==> src/rtl/shield_pkg.sv <==
// Shared types and helpers for the shield datapath ownership arbiter.
// Holds the FSM state type, the idle select code and one-hot to select mapping.
package shield_pkg;

    typedef enum logic {
        IDLE,
        OWN
    } arb_state_e;

    localparam int unsigned SEL_IDLE = 0;

    // One-hot owner vector (up to 15 channels) to select code k+1.
    function automatic logic [3:0] onehot_to_sel(input logic [14:0] oh);
        logic [3:0] s;
        s = '0;
        for (int i = 0; i < 15; i++) begin
            if (oh[i]) s = s | 4'(i + 1);
        end
        return s;
    endfunction

endpackage

==> src/rtl/shield_rr_pick.sv <==
// Combinational picker: fixed-priority or round-robin selection.
// Ports: req_i requests, base_i last granted index, rr_i mode, pick_o one-hot, valid_o.
module shield_rr_pick #(
    parameter int NUM_CH = 3,
    parameter int PTR_W  = 2
) (
    input  logic [NUM_CH-1:0] req_i,
    input  logic [PTR_W-1:0]  base_i,
    input  logic              rr_i,
    output logic [NUM_CH-1:0] pick_o,
    output logic              valid_o
);

    int base;
    int best;
    int d;

    // Distance from the base is measured circularly; fixed mode uses a base
    // of NUM_CH-1 so the search starts at channel 0.
    always_comb begin
        pick_o  = '0;
        valid_o = |req_i;
        base    = rr_i ? int'(base_i) : NUM_CH - 1;
        best    = NUM_CH;
        d       = 0;
        for (int i = 0; i < NUM_CH; i++) begin
            d = i - base - 1;
            if (d < 0) d = d + NUM_CH;
            if (req_i[i] && d < best) begin
                best      = d;
                pick_o    = '0;
                pick_o[i] = 1'b1;
            end
        end
    end

endmodule

==> src/rtl/shield_arbiter.sv <==
// Ownership arbiter for the shield's shared output mux with watchdog release.
// Ports: start_i/done_i per channel, timeout_lim_i; choose, grant_o, busy_o,
// pending_o, timeout_o, timeout_ch_o (all registered).
module shield_arbiter
    import shield_pkg::*;
#(
    parameter int NUM_CH  = 3,
    parameter int SEL_W   = $clog2(NUM_CH + 1),
    parameter int TO_W    = 16,
    parameter int RR_MODE = 0
) (
    input  logic              clk,
    input  logic              rst_n,
    input  logic [NUM_CH-1:0] start_i,
    input  logic [NUM_CH-1:0] done_i,
    input  logic [TO_W-1:0]   timeout_lim_i,
    output logic [SEL_W-1:0]  choose,
    output logic [NUM_CH-1:0] grant_o,
    output logic              busy_o,
    output logic [NUM_CH-1:0] pending_o,
    output logic              timeout_o,
    output logic [SEL_W-1:0]  timeout_ch_o
);

    localparam int   PTR_W = (NUM_CH > 1) ? $clog2(NUM_CH) : 1;
    localparam logic RR    = (RR_MODE != 0) && (NUM_CH > 1);

    arb_state_e        state_q, state_d;
    logic [NUM_CH-1:0] pend_q, pend_d;
    logic [NUM_CH-1:0] grant_q, grant_d;
    logic [SEL_W-1:0]  choose_q, choose_d;
    logic [TO_W-1:0]   cnt_q, cnt_d;
    logic [PTR_W-1:0]  ptr_q, ptr_d;
    logic              to_q, to_d;
    logic [SEL_W-1:0]  to_ch_q, to_ch_d;

    logic [NUM_CH-1:0] req;
    logic [NUM_CH-1:0] own_mask;
    logic [NUM_CH-1:0] pick;
    logic [SEL_W-1:0]  pick_sel;
    logic              valid;
    logic              rel_done;
    logic              to_hit;
    logic              rel;

    assign rel_done = |(done_i & grant_q);
    assign to_hit   = (state_q == OWN) && (timeout_lim_i != '0)
                   && (cnt_q == timeout_lim_i - TO_W'(1));
    assign rel      = (state_q == OWN) && (rel_done || to_hit);

    // A start from the owner only counts when it is being released,
    // which re-queues it behind the normal pick.
    assign own_mask = rel ? '0 : grant_q;
    assign req      = (pend_q & ~done_i) | (start_i & ~own_mask);
    assign pick_sel = SEL_W'(onehot_to_sel(15'(pick)));

    shield_rr_pick #(
        .NUM_CH (NUM_CH),
        .PTR_W  (PTR_W)
    ) u_pick (
        .req_i   (req),
        .base_i  (ptr_q),
        .rr_i    (RR),
        .pick_o  (pick),
        .valid_o (valid)
    );

    always_comb begin
        state_d  = state_q;
        pend_d   = req;
        grant_d  = grant_q;
        choose_d = choose_q;
        cnt_d    = cnt_q;
        ptr_d    = ptr_q;
        to_d     = 1'b0;
        to_ch_d  = to_ch_q;
        unique case (state_q)
            IDLE: begin
                cnt_d = '0;
            end
            OWN: begin
                if (rel) begin
                    if (to_hit && !rel_done) begin
                        to_d    = 1'b1;
                        to_ch_d = choose_q;
                    end
                    state_d  = IDLE;
                    grant_d  = '0;
                    choose_d = SEL_W'(SEL_IDLE);
                    cnt_d    = '0;
                end else if (cnt_q != '1) begin
                    cnt_d = cnt_q + TO_W'(1);
                end
            end
            default: state_d = IDLE;
        endcase
        if ((state_q == IDLE || rel) && valid) begin
            state_d  = OWN;
            pend_d   = req & ~pick;
            grant_d  = pick;
            choose_d = pick_sel;
            cnt_d    = '0;
            ptr_d    = PTR_W'(pick_sel - SEL_W'(1));
        end
    end

    always_ff @(posedge clk or negedge rst_n) begin
        if (!rst_n) begin
            state_q  <= IDLE;
            pend_q   <= '0;
            grant_q  <= '0;
            choose_q <= '0;
            cnt_q    <= '0;
            ptr_q    <= PTR_W'(NUM_CH - 1);
            to_q     <= 1'b0;
            to_ch_q  <= '0;
        end else begin
            state_q  <= state_d;
            pend_q   <= pend_d;
            grant_q  <= grant_d;
            choose_q <= choose_d;
            cnt_q    <= cnt_d;
            ptr_q    <= ptr_d;
            to_q     <= to_d;
            to_ch_q  <= to_ch_d;
        end
    end

    assign choose       = choose_q;
    assign grant_o      = grant_q;
    assign busy_o       = (state_q == OWN);
    assign pending_o    = pend_q;
    assign timeout_o    = to_q;
    assign timeout_ch_o = to_ch_q;

endmodule

==> config.mk <==
export PLATFORM = sky130hd
export DESIGN_NAME = shield_arbiter
export DESIGN_NICKNAME = d
export VERILOG_FILES = /design/src/rtl/shield_pkg.sv /design/src/rtl/shield_rr_pick.sv /design/src/rtl/shield_arbiter.sv
export SDC_FILE = /design/constraint.sdc
export NUM_CORES = 1
export LEC_CHECK = 0
export CORE_MARGIN = 2
export CORE_UTILIZATION = 25
export CTS_CLUSTER_DIAMETER = 100
export DETAILED_ROUTE_END_ITERATION = 8
export PLACE_DENSITY = 0.47
export SETUP_SLACK_MARGIN = 0.15
export SKIP_LAST_GASP = 1
export SYNTH_ARGS = -nofsm -noshare
export SYNTH_HDL_FRONTEND = slang
export SYNTH_SLANG_ARGS = --single-unit
export TNS_END_PERCENT = 20
==> constraint.sdc <==
create_clock -name clk -period 2.65 [get_ports clk]
set_input_delay 0.795 -clock clk [delete_from_list [all_inputs] [get_ports clk]]
set_output_delay 0.795 -clock clk [all_outputs]
set_load 0.1 [all_outputs]
# Word level (Yosys, flattened, before mapping)
# Cells that the tools add are included.
# totals
register_bits	28
latchBits	0
ramBits	0
mem_bits_ro	0
inputBits	24
n_memories	0
# op_classes
add_sub_neg	2
n_mul	0
div	0
magnitude_cmp	2
eq_ne	3
n_shift	0
mux	25
n_bitwise	9
reduce_logical	17
# op_table
cell	n
$mux 16	3
$pmux 16 s2	1
$add 16x1->16 const B	1
$eq 16x16->1	1
$mux 2	8
$ne 16x16->1 const B	1
$reduce_bool 16->1	1
$sub 16x1->16 const B	1
$mux 3	5
$and 3x3->3	4
$not 3->3	3
$mux 1	8
$logic_and 1x1->1	7
$reduce_or 3->1	2
$ne 4x1->1 const B	1
$reduce_bool 2->1	2
$or 3x3->3	1
$reduce_and 3->1	1
$logic_or 1x1->1	2
$lt 1x2->1 const A	1
$lt 2x2->1 const A	1
$reduce_and 2->1	1
$logic_not 1->1	1
$not 1->1	1

# Depth between registers and ports, before layout
# Gate-level depths: netlist (run 1).
# depth
ltp_word	20
mapped_depth	11

# Cells and area by module
# Synthesis (run 1) repeated with hierarchy kept, for this count alone.
# unflattened
hier_cells	307
area_unflattened_um2	2793.9
# by_module_without_submodules
module	n_inst	cells_each	area_each_um2
shield_arbiter	1	246	2263.4
shield_rr_pick	1	61	530.5

# Worst setup path before layout (run 1)
# OpenSTA, ideal clock, no wires.
# synth_timing
path_type	in2reg
start	in timeout_lim_i[3]
end	reg choose_q[0] (netlist: choose[0])
setup_time_ps	127
arrival_ps	3014
t_required_ps	2523
setup_slack_ps	-491
cell_stages	10
path_cell_list	buf_6 -> nor4_4 -> nand4b_1 -> xnor2_1 -> or2_2 -> nor4_1 -> nand2_2 -> a31oi_1 -> o221a_2 -> o211ai_2
# synth_via
elab_chain_cells	20
word_cells_on_any_way	30
cone_classes	1 x add/sub; 2 x order compare; 1 x eq/ne; 10 x mux; 3 x bitwise; 13 x reduce/logical
# synth_lines
item	line_no	source
from (decl)	shield_arbiter.sv:16	input logic [TO_W-1:0] timeout_lim_i,
$sub 16x1->16 or $reduce_bool 16->1 (tied branches)	shield_arbiter.sv:48, shield_arbiter.sv:47	
$eq 16x16->1 or $logic_and 1x1->1 (tied branches)	shield_arbiter.sv:48, shield_arbiter.sv:47	
$logic_and 1x1->1 (*)	shield_arbiter.sv:48	&& (cnt_q == timeout_lim_i - TO_W'(1));
$logic_or 1x1->1 (*)	shield_arbiter.sv:49	assign rel = (state_q == OWN) && (rel_done || to_hit);
$logic_and 1x1->1 (*)	shield_arbiter.sv:49	
$mux 3	--	
$not 3->3	shield_arbiter.sv:54	assign req = (pend_q & ~done_i) | (start_i & ~own_mask);
$and 3x3->3	shield_arbiter.sv:54	
(+3 left out)	--	
$logic_and 1x1->1	shield_rr_pick.sv:29	if (req_i[i] && d < best) begin
$mux 2	shield_rr_pick.sv:29	
$lt 2x2->1	shield_rr_pick.sv:29	
$logic_and 1x1->1	shield_rr_pick.sv:29	
$mux 3	shield_rr_pick.sv:29	
$mux 1	shield_pkg.sv:17	if (oh[i]) s = s | 4'(i + 1);
$mux 2 (2 in series)	shield_pkg.sv:17	
$mux 2	shield_arbiter.sv:97	if ((state_q == IDLE || rel) && valid) begin
to (signal assigned)	shield_arbiter.sv:121	choose_q <= choose_d;
to (decl)	shield_arbiter.sv:31	logic [SEL_W-1:0] choose_q, choose_d;
# Mark *: on every way between the ends. The rest lies on a longest branch, timed or not.
# A chain may end at the register's enable or synchronous reset.

# Worst setup path after layout (run 1)
# layout_timing
start	in timeout_lim_i[4]
end	reg grant_q[2] (netlist: grant_o[2])
# layout_via
elab_chain_cells	17
word_cells_on_any_way	24
cone_classes	1 x add/sub; 2 x order compare; 1 x eq/ne; 6 x mux; 3 x bitwise; 11 x reduce/logical
# layout_lines
item	line_no	source
$sub 16x1->16 or $reduce_bool 16->1 (tied branches)	shield_arbiter.sv:48, shield_arbiter.sv:47	
$eq 16x16->1 or $logic_and 1x1->1 (tied branches)	shield_arbiter.sv:48, shield_arbiter.sv:47	
$logic_and 1x1->1 (*)	shield_arbiter.sv:48	
$logic_or 1x1->1 (*)	shield_arbiter.sv:49	
$logic_and 1x1->1 (*)	shield_arbiter.sv:49	
$mux 3	--	
$not 3->3	shield_arbiter.sv:54	
$and 3x3->3	shield_arbiter.sv:54	
$or 3x3->3	shield_arbiter.sv:54	
$mux 2	shield_rr_pick.sv:29	
$lt 1x2->1	shield_rr_pick.sv:29	
$logic_and 1x1->1	shield_rr_pick.sv:29	
$mux 2	shield_rr_pick.sv:29	
$lt 2x2->1	shield_rr_pick.sv:29	
$logic_and 1x1->1	shield_rr_pick.sv:29	
$mux 3	shield_rr_pick.sv:29	
$mux 3	shield_arbiter.sv:97	
to (signal assigned)	shield_arbiter.sv:120	grant_q <= grant_d;
to (decl)	shield_arbiter.sv:30	logic [NUM_CH-1:0] grant_q, grant_d;
# Mark *: on every way between the ends. The rest lies on a longest branch, timed or not. The select of a mux whose other input is x is not followed.

==> parameters.txt, run 1 <==
Parameter                              Value

Logic synthesis
  Number of distinct standard cells referenced by the synthesized netlist    a little under 60
  Number of instances in the synthesized netlist    ~230
  Post-synthesis sequential element count    28
  Number of flops mapped to enable cells by yosys    0
  Post-synthesis average cell area    approximately 9.0 um2
  Prevailing post-synth register cell    sky130_fd_sc_hd__dfrtp_1
  Synth Warn #    0
  Number of nets produced by synthesis    around 250
  Portion of the post-synthesis area used by sequential elements    34.6%
  Asr flop ratio synth    100%
  Area of the mapped netlist    ~2000 um2

Critical path
  Crit Reg-Reg Endpoint    cnt_q[15]$_DFFE_PN0P_
  WP data required    2.81 ns
  Setup crit start kind    primary input
  Cells along the critical path    buf_2 > or4_4 > nor3_4 > xnor2_1 > nand4b_1 > nor4_4 > and2_4 > nand3b_4 > o21a_1 > o32ai_2
  Startpoint-to-endpoint class of the critical path    primary input to flop
  Cells on worst reg2reg path    10
  Worst Path Arrival    2.95 ns
  Master of the slowest instance on the critical path    sky130_fd_sc_hd__or4_4
  Critical path fanouts, max    5
  Slowest Stage Delay on Critical Path    roughly 0.53 ns
  Critical path endpoint category    flop
  Startpoint of the worst setup timing path    timeout_lim_i[4]
  Worst r2r src    cnt_q[0]$_DFFE_PN0P_
  R2R setup slack    between 0.3 and 0.4 ns

Routing
  Routed via count divided by cell count    4.74
  Count of nets left with antenna violations after detail routing    0
  1st-pass router iterations    4
  DRC violations left    0
  Total number of vias    1939
  Total wirelength of the detailed-routed design    ~5600 um
  WL/cell    approximately 14 um
  Number of violations reported at the end of detailed-routing iteration 0    74

STA
  Slew at the pin closest to its max-slew limit    0.383 ns
  Accumulated negative setup slack    -1.38 ns
  Highest attainable clock frequency    359 MHz
  Final critical-path share of the clock period    105%
  Setup repair after global routing missed its margin    true
  Final slew viol count    0
  Max Clock Skew    about 0.0026 ns
  Number of setup violations in the final report    25
  Final hold slack    just under 0.5 ns
  Setup slack after layout    -0.134 ns
  Final hold vios    0
  Max_slew headroom    74.2%
  Tmin final    2.78 ns

Floorplan
  DIE WIDTH    ~94 um
  Die ar.    ~9000 um2
  Std-Cell Rows    32
  Die Span Y    roughly 94 um
  Initial core utilization    around 26%
  Core footprint    roughly 8000 um2
  IO Pins    36

Power and ir drop
  Clock power frac    ~15%
  VDD IR max    0.000251 V
  Combinational share of power    approximately 57%
  Pwr dens    722 nW/um2
  Static power due to leakage    about 1.4 nW
  NetSw    between 1 and 1.5 mW
  Sw frac    46.9%
  Proportion of power drawn by flip-flops and latches    between 20% and 30%
  Internal power contribution    around 1.2 mW

Placement
  Post-DP HPWL    between 4000 and 5000 um
  Port Buffers    35
  Last weighted congestion value of the routability-driven placer    between 0.8 and 0.9
  Pre-CTS setup slack    -0.843 ns

Min path
  Hold Crit Depth    2
  Hold path startpoint    timeout_ch_o[0]$_DFFE_PN0P_
  Hold Path Sink    timeout_ch_o[0]$_DFFE_PN0P_
  HP Class    flop to flop

Global route
  Pin count of the biggest net entering global routing    29
  Total grt overflow    0
  Global-route usage over all layers    about 13%
  Number of antenna violations at the first check in global routing    0
  Wire length of the first global-routing pass    roughly 9400 um
  Vias in the first global route    slightly below 2000

Cells and area
  Most common cell after layout, fill and taps aside    sky130_fd_sc_hd__buf_4
  Final Net Count    335
  Number of inserted diodes    0
  Synthesis-to-finish area growth    52.3%
  Proportion of layout cells with a drive suffix above 1    37.1%
  Most used cells in the layout excluding fill and tap cells    sky130_fd_sc_hd__buf_4 (53), sky130_fd_sc_hd__dfrtp_1 (28), sky130_fd_sc_hd__nor2_1 (26), sky130_fd_sc_hd__xor2_1 (20), sky130_fd_sc_hd__nand2_1 (16)

Clocking
  Num CTS Buffers    3
  Htree depth    1
  Insertion delay to the later sink of the worst-skew pair    around 0.28 ns
  Clk root buf    sky130_fd_sc_hd__clkbuf_8
  Number of clock sinks    28
  Post-CTS clock slew at the launch and capture registers of the worst setup and hold paths    about 0.10 ns
  Longest Clk Path Bufs    2
  CTS tree    yes
  Hold buffers post-CTS    0

Outcome
  Violations in the final reports    negative setup slack
  Outcome    complete, but fails checks

Run
  Maxcap violations    0
## how the worst max path moves through the flow
stage | end | slack [ns] | cells past startpoint
6_report | grant_o[2]$_DFFE_PN0P_ | -0.13 | 10
5_1_grt | grant_o[2]$_DFFE_PN0P_ | -0.26 | 11
4_1_cts | choose[0]$_DFFE_PN0P_ | -0.13 | 11
3_5_place_dp | grant_o[2]$_DFFE_PN0P_ | -0.84 | 10
3_3_place_gp | choose[1]$_DFFE_PN0P_ | -0.84 | 13
2_1_floorplan | choose[0]$_DFFE_PN0P_ | -0.21 | 10
## routing by layer
layer	track usage (%)	part of all wire [%]	vias up
li1	-	-	972
met1	19.4	48	932
met2	21.6	48	31
met3	1.44	2.6	4
met4	2.90	0.90	0
met5	0	0	-
## critical path: cells and delay by family
kind	cells	cell delay [ns]
AO/OA/AOI/OAI	2	0.29
AND/OR/NAND/NOR	6	1.59
XOR/XNOR	1	0.13
buffers and inverters	1	0.12
## flip-flops by register name, summed over array words and instances, names as in the netlist
register and flops:
timeout_o 1, timeout_ch_o 2, cnt_q 16, busy_o 1, grant_o 3, pending_o 3
choose 2
## cells by family after synthesis
logic type,synth area share (%)
AOI/OAI and AO/OA,15.7
xor gates and xnor gates,14.7
adders and majority gates,1.85
buffers and inverters,3.70
DFF,34.6
muxes,1.05
and+or+nand+nor,28.5
## cells in the mapped netlist (2+ instances only)
cell / instances / area, um2
sky130_fd_sc_hd__a211oi_1: 2 / 15.0
sky130_fd_sc_hd__xor2_1: 21 / 184
sky130_fd_sc_hd__nand3_1: 11 / 55.1
sky130_fd_sc_hd__and2_1: 2 / 12.5
sky130_fd_sc_hd__ha_1: 3 / 37.5
sky130_fd_sc_hd__buf_6: 2 / 22.5
sky130_fd_sc_hd__inv_1: 11 / 41.3
sky130_fd_sc_hd__nand4b_1: 3 / 26.3
sky130_fd_sc_hd__o21ai_0: 3 / 15.0
sky130_fd_sc_hd__nor2b_1: 4 / 25.0
sky130_fd_sc_hd__or3_1: 3 / 18.8
sky130_fd_sc_hd__o211ai_2: 2 / 25.0
sky130_fd_sc_hd__nor2_1: 26 / 97.6
sky130_fd_sc_hd__and3_1: 2 / 12.5
sky130_fd_sc_hd__nand4_1: 6 / 37.5
sky130_fd_sc_hd__nand2b_1: 5 / 31.3
sky130_fd_sc_hd__nor3_1: 7 / 35.0
sky130_fd_sc_hd__dfrtp_1: 28 / 701
sky130_fd_sc_hd__a31oi_1: 6 / 37.5
sky130_fd_sc_hd__a21oi_1: 6 / 30.0
sky130_fd_sc_hd__nor4_1: 4 / 25.0
sky130_fd_sc_hd__o32ai_1: 2 / 17.5
sky130_fd_sc_hd__xnor2_1: 13 / 114
sky130_fd_sc_hd__nand2_1: 19 / 71.3
## power groups by stage
stage	clock (mW)	sequential, mW	combinational (mW)
3_3_place_gp	0	0.621	1.18
5_1_grt	0.376	0.629	1.37
6_report	0.343	0.610	1.28
3_5_place_dp	0	0.619	1.18
2_1_floorplan	0	0.976	0.446
4_1_cts	0.357	0.610	1.22
## per-stage QoR
stage	instances	util (%)	area (um2)	total power, mW
finish	409	39.6	3090	2.23
global route	409	39.6	3090	2.37
CTS	405	38.4	3000	2.19
detailed placement	395	35.8	2790	1.80
global placement	395	35.8	2790	1.80
floorplan	225	-	2080	1.42
## repair_timing
action                     CTS  global route
resized for setup           61             9
setup endpoints to repair   28            28
pin swaps                   24            12
setup buffers                6             4
## final cells by class
type	instances	area [um2]
inverters	11	41.3
well taps	102	128
flip-flops and latches	28	701
multi-input cells	182	1450
clock inverters	1	30.0
clock buffers	3	41.3
repair buffers	82	696
fillers	807	4720
No activity file was read; power rests on OpenSTA's default activity.
==> run 2: changes to the inputs <==
--- a/config.mk
+++ b/config.mk
@@ -7,7 +7,7 @@
 export LEC_CHECK = 0
 export CORE_MARGIN = 2
 export CORE_UTILIZATION = 25
-export CTS_CLUSTER_DIAMETER = 100
+export CTS_CLUSTER_DIAMETER = 80
 export DETAILED_ROUTE_END_ITERATION = 8
 export PLACE_DENSITY = 0.47
 export SETUP_SLACK_MARGIN = 0.15
==> constraint.sdc (replaced) <==
create_clock -name clk -period 2.65 [get_ports clk]
set_input_delay 0.795 -clock clk [delete_from_list [all_inputs] [get_ports clk]]
set_output_delay 0.795 -clock clk [all_outputs]
set_load 0.02 [all_outputs]
==> parameters.txt, run 2 (same netlist as run 1, synthesis figures left out) <==
Parameter                              Value

Outcome
  Outcome    complete, but fails checks
  Violations in the final reports    negative setup slack

Cells and area
  Most used cells in the layout excluding fill and tap cells    sky130_fd_sc_hd__buf_4 (38), sky130_fd_sc_hd__dfrtp_1 (28), sky130_fd_sc_hd__nor2_1 (26), sky130_fd_sc_hd__clkdlybuf4s50_1 (22), sky130_fd_sc_hd__xor2_1 (21)
  Final Net Count    334 (-0.30%)
  Number of inserted filler cells in the final layout    806 (-0.12%)
  Final non-filler cell area    3050 um2 (-1.1%)
  Synthesis-to-finish area growth    50.6%
  Max FFs per register    16 (unchanged)
  Largest Register    cnt_q
  Most common cell after layout, fill and taps aside    sky130_fd_sc_hd__buf_4
  Number of inserted diodes    0 (unchanged)
  Proportion of layout cells with a drive suffix above 1    31.0% (-6.1 points)

STA
  Max Clock Skew    0.00237 ns (-0.000205 ns)
  Slew at the pin closest to its max-slew limit    0.445 ns (+0.0618 ns)
  Final hold vios    0 (unchanged)
  Final critical-path share of the clock period    106% (+1.4 points)
  Number of setup violations in the final report    26 (+4.0%)
  Highest attainable clock frequency    355 MHz (-1.3%)
  Final slew viol count    0 (unchanged)
  Setup slack after layout    -0.171 ns (-0.0363 ns)
  Setup repair after global routing missed its margin    true
  Max_slew headroom    70.0% (-4.2 points)
  Tmin final    2.82 ns (+0.0363 ns)

Global route
  Number of antenna violations at the first check in global routing    0 (unchanged)
  Global-route usage over all layers    13.1% (-0.33 points)
  Pin count of the biggest net entering global routing    29 (unchanged)
  Wire length of the first global-routing pass    9250 um (-1.8%)
  Total grt overflow    0 (unchanged)
  Vias in the first global route    1911 (-0.68%)

Floorplan
  Initial core utilization    26.0% (unchanged)
  Core footprint    7810 um2 (unchanged)
  Die ar.    8840 um2 (unchanged)
  Std-Cell Rows    32 (unchanged)
  Die Span Y    94.0 um (unchanged)
  DIE WIDTH    94.0 um (unchanged)
  IO Pins    36 (unchanged)

Clocking
  Hold buffers post-CTS    0 (unchanged)
  Insertion delay to the later sink of the worst-skew pair    0.27 ns (about the same)
  CTS tree    yes
  Htree depth    1 (unchanged)
  Num CTS Buffers    3 (unchanged)
  Post-CTS clock slew at the launch and capture registers of the worst setup and hold paths    0.10 ns (about the same)
  Longest Clk Path Bufs    2 (unchanged)
  Number of clock sinks    28 (unchanged)
  Clk root buf    sky130_fd_sc_hd__clkbuf_8

Routing
  Count of nets left with antenna violations after detail routing    0 (unchanged)
  DRC violations left    0 (unchanged)
  WL/cell    13.8 um (+1.8%)
  Routed via count divided by cell count    4.79 (+1.1%)
  1st-pass router iterations    4 (unchanged)
  Total wirelength of the detailed-routed design    5650 um (+1.5%)
  Total number of vias    1955 (+0.83%)
  Number of violations reported at the end of detailed-routing iteration 0    100 (+35%)

Critical path
  Worst Path Arrival    3.03 ns (+0.08 ns)
  Setup crit start kind    primary input
  WP data required    2.85 ns (+0.04 ns)
  Critical path fanouts, max    5 (unchanged)
  Startpoint-to-endpoint class of the critical path    primary input to flop
  Critical path endpoint category    flop

Power and ir drop
  Pwr dens    599 nW/um2 (-17%)
  Static power due to leakage    1.30 nW (-3.8%)
  VDD IR max    0.000291 V (+16%)

Run
  Maxcap violations    0 (unchanged)

Placement
  Post-DP HPWL    4190 um (-0.71%)
  Last weighted congestion value of the routability-driven placer    0.870 (-0.69%)
  Total cell area at the placement stage    2820 um2 (+1.2%)
  Port Buffers    35 (unchanged)
  Pre-CTS setup slack    -0.807 ns (+0.0355 ns)

Min path
  HP Class    flop to flop
run 2: cell types whose count changed in the layout (fill, tap and decap cells not counted), moves of 2 or more:
cell	previous run	this run
sky130_fd_sc_hd__buf_4	53	38
sky130_fd_sc_hd__buf_2	3	1
sky130_fd_sc_hd__clkbuf_2	0	3
sky130_fd_sc_hd__clkdlybuf4s50_1	9	22
sky130_fd_sc_hd__nand2_1	16	18
run 2: critical path: stages:
cell and delay (ns):
sky130_fd_sc_hd__clkdlybuf4s15_1 0.28, sky130_fd_sc_hd__nor3_2 0.07, sky130_fd_sc_hd__buf_4 0.16, sky130_fd_sc_hd__buf_4 0.14, sky130_fd_sc_hd__a211oi_1 0.29, sky130_fd_sc_hd__a41o_1 0.14
sky130_fd_sc_hd__o21ai_0 0.17, sky130_fd_sc_hd__nor4_4 0.23, sky130_fd_sc_hd__and2_4 0.23, sky130_fd_sc_hd__o21ai_4 0.06, sky130_fd_sc_hd__or3_4 0.40, sky130_fd_sc_hd__o211ai_2 0.06
run 2: per-layer routing:
metal | GRT usage, % | wire, um | vias up
met1 | 18.5 | 2750 | 947
met2 | 21.1 | 2680 | 32
li1 | - | - | 972
met5 | 0 | 0 | -
met4 | 3.99 | 71 | 0
met3 | 1.20 | 141 | 4
run 2: final cells by class:
type                    count  area [um2]  share of cell area, %
inverters                  11        41.3                   1.35
multi-input cells         182        1410                   46.3
flip-flops and latches     28         701                   23.0
well taps                 102         128                   4.18
clock buffers               4        55.1                   1.80
repair buffers             81         716                   23.4
run 2: path summary, 6_finish.rpt:
| check | startpoint | to | slack, ns | cells after the start |
|---|---|---|---|---|
| max in group asynchronous | rst_n | choose[0]$_DFFE_PN0P_ | 1.50 | 2 |
| min in group asynchronous | rst_n | cnt_q[3]$_DFFE_PN0P_ | 0.89 | 2 |
| max | timeout_lim_i[2] | choose[0]$_DFFE_PN0P_ | -0.17 | 12 |
| max reg2reg | cnt_q[3]$_DFFE_PN0P_ | choose[0]$_DFFE_PN0P_ | 0.35 | 9 |
| min reg2reg | timeout_ch_o[0]$_DFFE_PN0P_ | timeout_ch_o[0]$_DFFE_PN0P_ | 0.49 | 2 |
| min | timeout_ch_o[0]$_DFFE_PN0P_ | timeout_ch_o[0]$_DFFE_PN0P_ | 0.49 | 2 |
run 2: repair_timing:
action                                 CTS  global route
setup endpoints to repair               28            28
buffers inserted                         5             2
endpoints found under the hold margin    0             0
pin swaps                               19            13
resized for setup                       50            12
run 2: metrics by stage:
stage	util (%)	hold slack, ns	TNS, ns	cells	total power, mW
after floorplan	-	0.499	-1.87	225	1.10
after global routing	39.1	0.551	-5.10	408	1.97
after global placement	36.2	0.474	-19.27	397	1.50
after detailed placement	36.2	0.490	-19.65	397	1.49
final	39.1	0.494	-1.88	408	1.83
after CTS	38.5	0.512	-1.81	406	1.81
run 2: power by group:
part / leakage, nW / internal (mW) / switching (mW)
clock network: 0.0288 / 0.133 / 0.135
logic: 0.906 / 0.483 / 0.466
registers: 0.369 / 0.510 / 0.101
==> run 3: changes to the inputs <==
--- a/config.mk
+++ b/config.mk
@@ -6,10 +6,10 @@
 export NUM_CORES = 1
 export LEC_CHECK = 0
 export CORE_MARGIN = 2
-export CORE_UTILIZATION = 25
+export CORE_UTILIZATION = 53
 export CTS_CLUSTER_DIAMETER = 80
 export DETAILED_ROUTE_END_ITERATION = 8
-export PLACE_DENSITY = 0.47
+export PLACE_DENSITY = 0.86
 export SETUP_SLACK_MARGIN = 0.15
 export SKIP_LAST_GASP = 1
 export SYNTH_ARGS = -nofsm -noshare
==> parameters.txt, run 3 (same netlist as run 1, synthesis figures left out) <==
Parameter                              Value

Global route
  Met2 track demand over resource    55.3% (+34 points)
  Pin count of the biggest net entering global routing    29 (unchanged)
  Number of antenna violations at the first check in global routing    0 (unchanged)
  Global routing met1 resource utilization    42.0% (+23 points)
  Total grt overflow    0 (unchanged)
  Vias in the first global route    2198 (+15%)
  Wire length of the first global-routing pass    10700 um (+16%)
  Global-route usage over all layers    32.6% (+19 points)
  M3 GR Usage    3.92% (+2.7 points)
  Peak-usage layer in the global routing report    met2

Critical path
  R2R setup slack    0.13 ns (-0.22 ns)
  WP data required    2.87 ns (+0.02 ns)
  Cells on worst reg2reg path    9 (unchanged)
  Slowest Stage Delay on Critical Path    0.36 ns (-0.04 ns)
  WP buf/inv    5 (+2)
  Critical path fanouts, max    4 (-1)
  Master of the slowest instance on the critical path    sky130_fd_sc_hd__nor4_4
  Setup crit start kind    primary input
  Cells along the critical path    buf_6 > buf_6 > nor4_4 > buf_4 > buf_6 > nand4_1 > xnor2_2 > nor4_4 > nand2_2 > nand2_4 > buf_6 > mux2i_1 > o22a_1
  Cell mode on critical path    sky130_fd_sc_hd__buf_6
  Critical path's top delay family    simple AND/OR/NAND/NOR gates
  Critical path endpoint category    flop
  Crit Reg-Reg Endpoint    cnt_q[9]$_DFFE_PN0P_
  Worst r2r src    cnt_q[7]$_DFFE_PN0P_
  Worst Path Arrival    3.19 ns (+0.16 ns)
  Startpoint-to-endpoint class of the critical path    primary input to flop

STA
  Final slew viol count    0 (unchanged)
  Max Clock Skew    0.0103 ns (+0.00796 ns)
  Max_slew headroom    59.1% (-11 points)
  Slew at the pin closest to its max-slew limit    0.609 ns (+0.164 ns)
  Final hold vios    0 (unchanged)
  Number of setup violations in the final report    28 (+7.7%)
  Tmin final    2.97 ns (+0.148 ns)
  Final critical-path share of the clock period    112% (+5.6 points)
  Highest attainable clock frequency    337 MHz (-5.0%)
  Final hold slack    0.522 ns (+0.0283 ns)
  Setup repair after global routing missed its margin    true
  Setup slack after layout    -0.318 ns (-0.148 ns)
  Accumulated negative setup slack    -5.77 ns (-3.89 ns)

Power and ir drop
  Internal power contribution    1.14 mW (+1.4%)
  VDD IR max    0.000472 V (+62%)
  Sw frac    40.0% (+1.6 points)
  Static power due to leakage    1.32 nW (+0.96%)
  Proportion of power drawn by flip-flops and latches    32.5% (-0.9 points)
  Clock power frac    14.0% (-0.7 points)
  Pwr dens    629 nW/um2 (+5.1%)
  NetSw    0.761 mW (+8.3%)
  Combinational share of power    53.5% (+1.6 points)
  Design Power    1.90 mW (+4.1%)

Cells and area
  Synthesis-to-finish area growth    49.2%
  Final Net Count    335 (+0.30%)
  Max FFs per register    16 (unchanged)
  Proportion of layout cells with a drive suffix above 1    31.6% (+0.55 points)
  Number of inserted diodes    0 (unchanged)
  Number of inserted filler cells in the final layout    197 (-76%)
  Most used cells in the layout excluding fill and tap cells    sky130_fd_sc_hd__buf_4 (37), sky130_fd_sc_hd__dfrtp_1 (28), sky130_fd_sc_hd__nor2_1 (25), sky130_fd_sc_hd__xor2_1 (21), sky130_fd_sc_hd__clkdlybuf4s50_1 (20)
  Non-Filler Instances    355 (-13%)
  Largest Register    cnt_q
  Most common cell after layout, fill and taps aside    sky130_fd_sc_hd__buf_4
  Final non-filler cell area    3020 um2 (-0.94%)

Placement
  Post-placement cell count    341 (-14%)
  Last weighted congestion value of the routability-driven placer    0.911 (+4.8%)
  Post-DP HPWL    4080 um (-2.6%)
  Total cell area at the placement stage    2730 um2 (-3.4%)
  Port Buffers    35 (unchanged)

Routing
  Total wirelength of the detailed-routed design    6720 um (+19%)
  Number of violations reported at the end of detailed-routing iteration 0    219 (+120%)
  1st-pass router iterations    5 (+1)
  Routed via count divided by cell count    6.13 (+28%)
  WL/cell    18.9 um (+37%)
  DRC violations left    0 (unchanged)
  Count of nets left with antenna violations after detail routing    0 (unchanged)
  Total number of vias    2177 (+11%)

Floorplan
  Core footprint    3660 um2 (-53%)
  Die Span Y    65.8 um (-30%)
  DIE WIDTH    65.8 um (-30%)
  Std-Cell Rows    22 (-31%)
  Die ar.    4330 um2 (-51%)
  Initial core utilization    55.4% (+29 points)
  IO Pins    36 (unchanged)

Outcome
  Violations in the final reports    negative setup slack
  Outcome    complete, but fails checks

Min path
  HP Class    flop to flop
  Hold Crit Depth    2 (unchanged)
  Hold Path Sink    timeout_ch_o[0]$_DFFE_PN0P_
  Hold path startpoint    timeout_ch_o[0]$_DFFE_PN0P_

Run
  Maxcap violations    0 (unchanged)

Clocking
  Insertion delay to the later sink of the worst-skew pair    0.28 ns (about the same)
  Number of clock sinks    28 (unchanged)
  Num CTS Buffers    3 (unchanged)
  CTS tree    yes
  Clk root buf    sky130_fd_sc_hd__clkbuf_8
  Post-CTS clock slew at the launch and capture registers of the worst setup and hold paths    0.10 ns (about the same)
  Hold buffers post-CTS    0 (unchanged)
  Longest Clk Path Bufs    2 (unchanged)
  Htree depth    1 (unchanged)
## run 3: cell count changes in the layout (fill, tap and decap cells not counted), moves of 2 or more
cell	before	now
sky130_fd_sc_hd__clkdlybuf4s50_1	22	20
sky130_fd_sc_hd__buf_6	8	12
sky130_fd_sc_hd__dlygate4sd2_1	5	7
sky130_fd_sc_hd__clkbuf_2	3	0
sky130_fd_sc_hd__clkdlybuf4s15_2	1	3
## run 3: power groups by stage
stage / logic (mW) / registers, mW / clock network, mW
2_1_floorplan: 0.444 / 0.658 / 0
3_3_place_gp: 0.809 / 0.613 / 0
3_5_place_dp: 0.828 / 0.618 / 0
4_1_cts: 0.932 / 0.610 / 0.264
5_1_grt: 1.08 / 0.629 / 0.284
6_report: 1.02 / 0.618 / 0.267
## run 3: layout make-up
| class | count | area (um2) | share of cell area (%) |
|---|---|---|---|
| flip-flops and latches | 28 | 701 | 23.2 |
| well taps | 48 | 60.1 | 1.99 |
| multi-input cells | 182 | 1430 | 47.4 |
| clock buffers | 4 | 55.1 | 1.82 |
| inverters | 11 | 41.3 | 1.37 |
| repair buffers | 82 | 733 | 24.2 |
## run 3: timing repair
action | in CTS | in global routing
pin swaps | 30 | 5
setup endpoints to repair | 28 | 28
buffers inserted | 6 | 4
gates resized for setup | 66 | 3
## run 3: worst max-delay path by stage
stage / start / end / slack (ns) / cells after the start
floorplan: timeout_lim_i[3] / choose[0]$_DFFE_PN0P_ / -0.21 / 10
global placement: timeout_lim_i[6] / choose[0]$_DFFE_PN0P_ / -0.73 / 10
detailed placement: timeout_lim_i[6] / grant_o[1]$_DFFE_PN0P_ / -0.81 / 11
CTS: timeout_lim_i[4] / choose[0]$_DFFE_PN0P_ / -0.14 / 10
global route: timeout_lim_i[4] / choose[0]$_DFFE_PN0P_ / -0.34 / 12
finish: timeout_lim_i[4] / grant_o[0]$_DFFE_PN0P_ / -0.32 / 13
## run 3: routing by layer
metal  up-vias  wire length [um]
li1        975                 -
met4         0               280
met3        28               485
met5         -                 0
met1      1049              2660
met2       125              3290
## run 3: worst register-to-register path, stage by stage (launching register included)
cell and delay [ns]:
sky130_fd_sc_hd__dfrtp_1 0.46, sky130_fd_sc_hd__and3_1 0.23, sky130_fd_sc_hd__and3_1 0.23, sky130_fd_sc_hd__nand4_1 0.16, sky130_fd_sc_hd__or3_1 0.26, sky130_fd_sc_hd__nand3_1 0.13
sky130_fd_sc_hd__nor3_1 0.49, sky130_fd_sc_hd__nand2_1 0.15, sky130_fd_sc_hd__xor2_1 0.22, sky130_fd_sc_hd__nor2_2 0.07
## run 3: metrics by stage
stage,setup slack (ns),utilization (%)
after floorplan,-0.206,-
after global placement,-0.731,74.5
after detailed placement,-0.806,74.5
after CTS,-0.141,81.3
after global routing,-0.345,82.6
final,-0.318,82.6
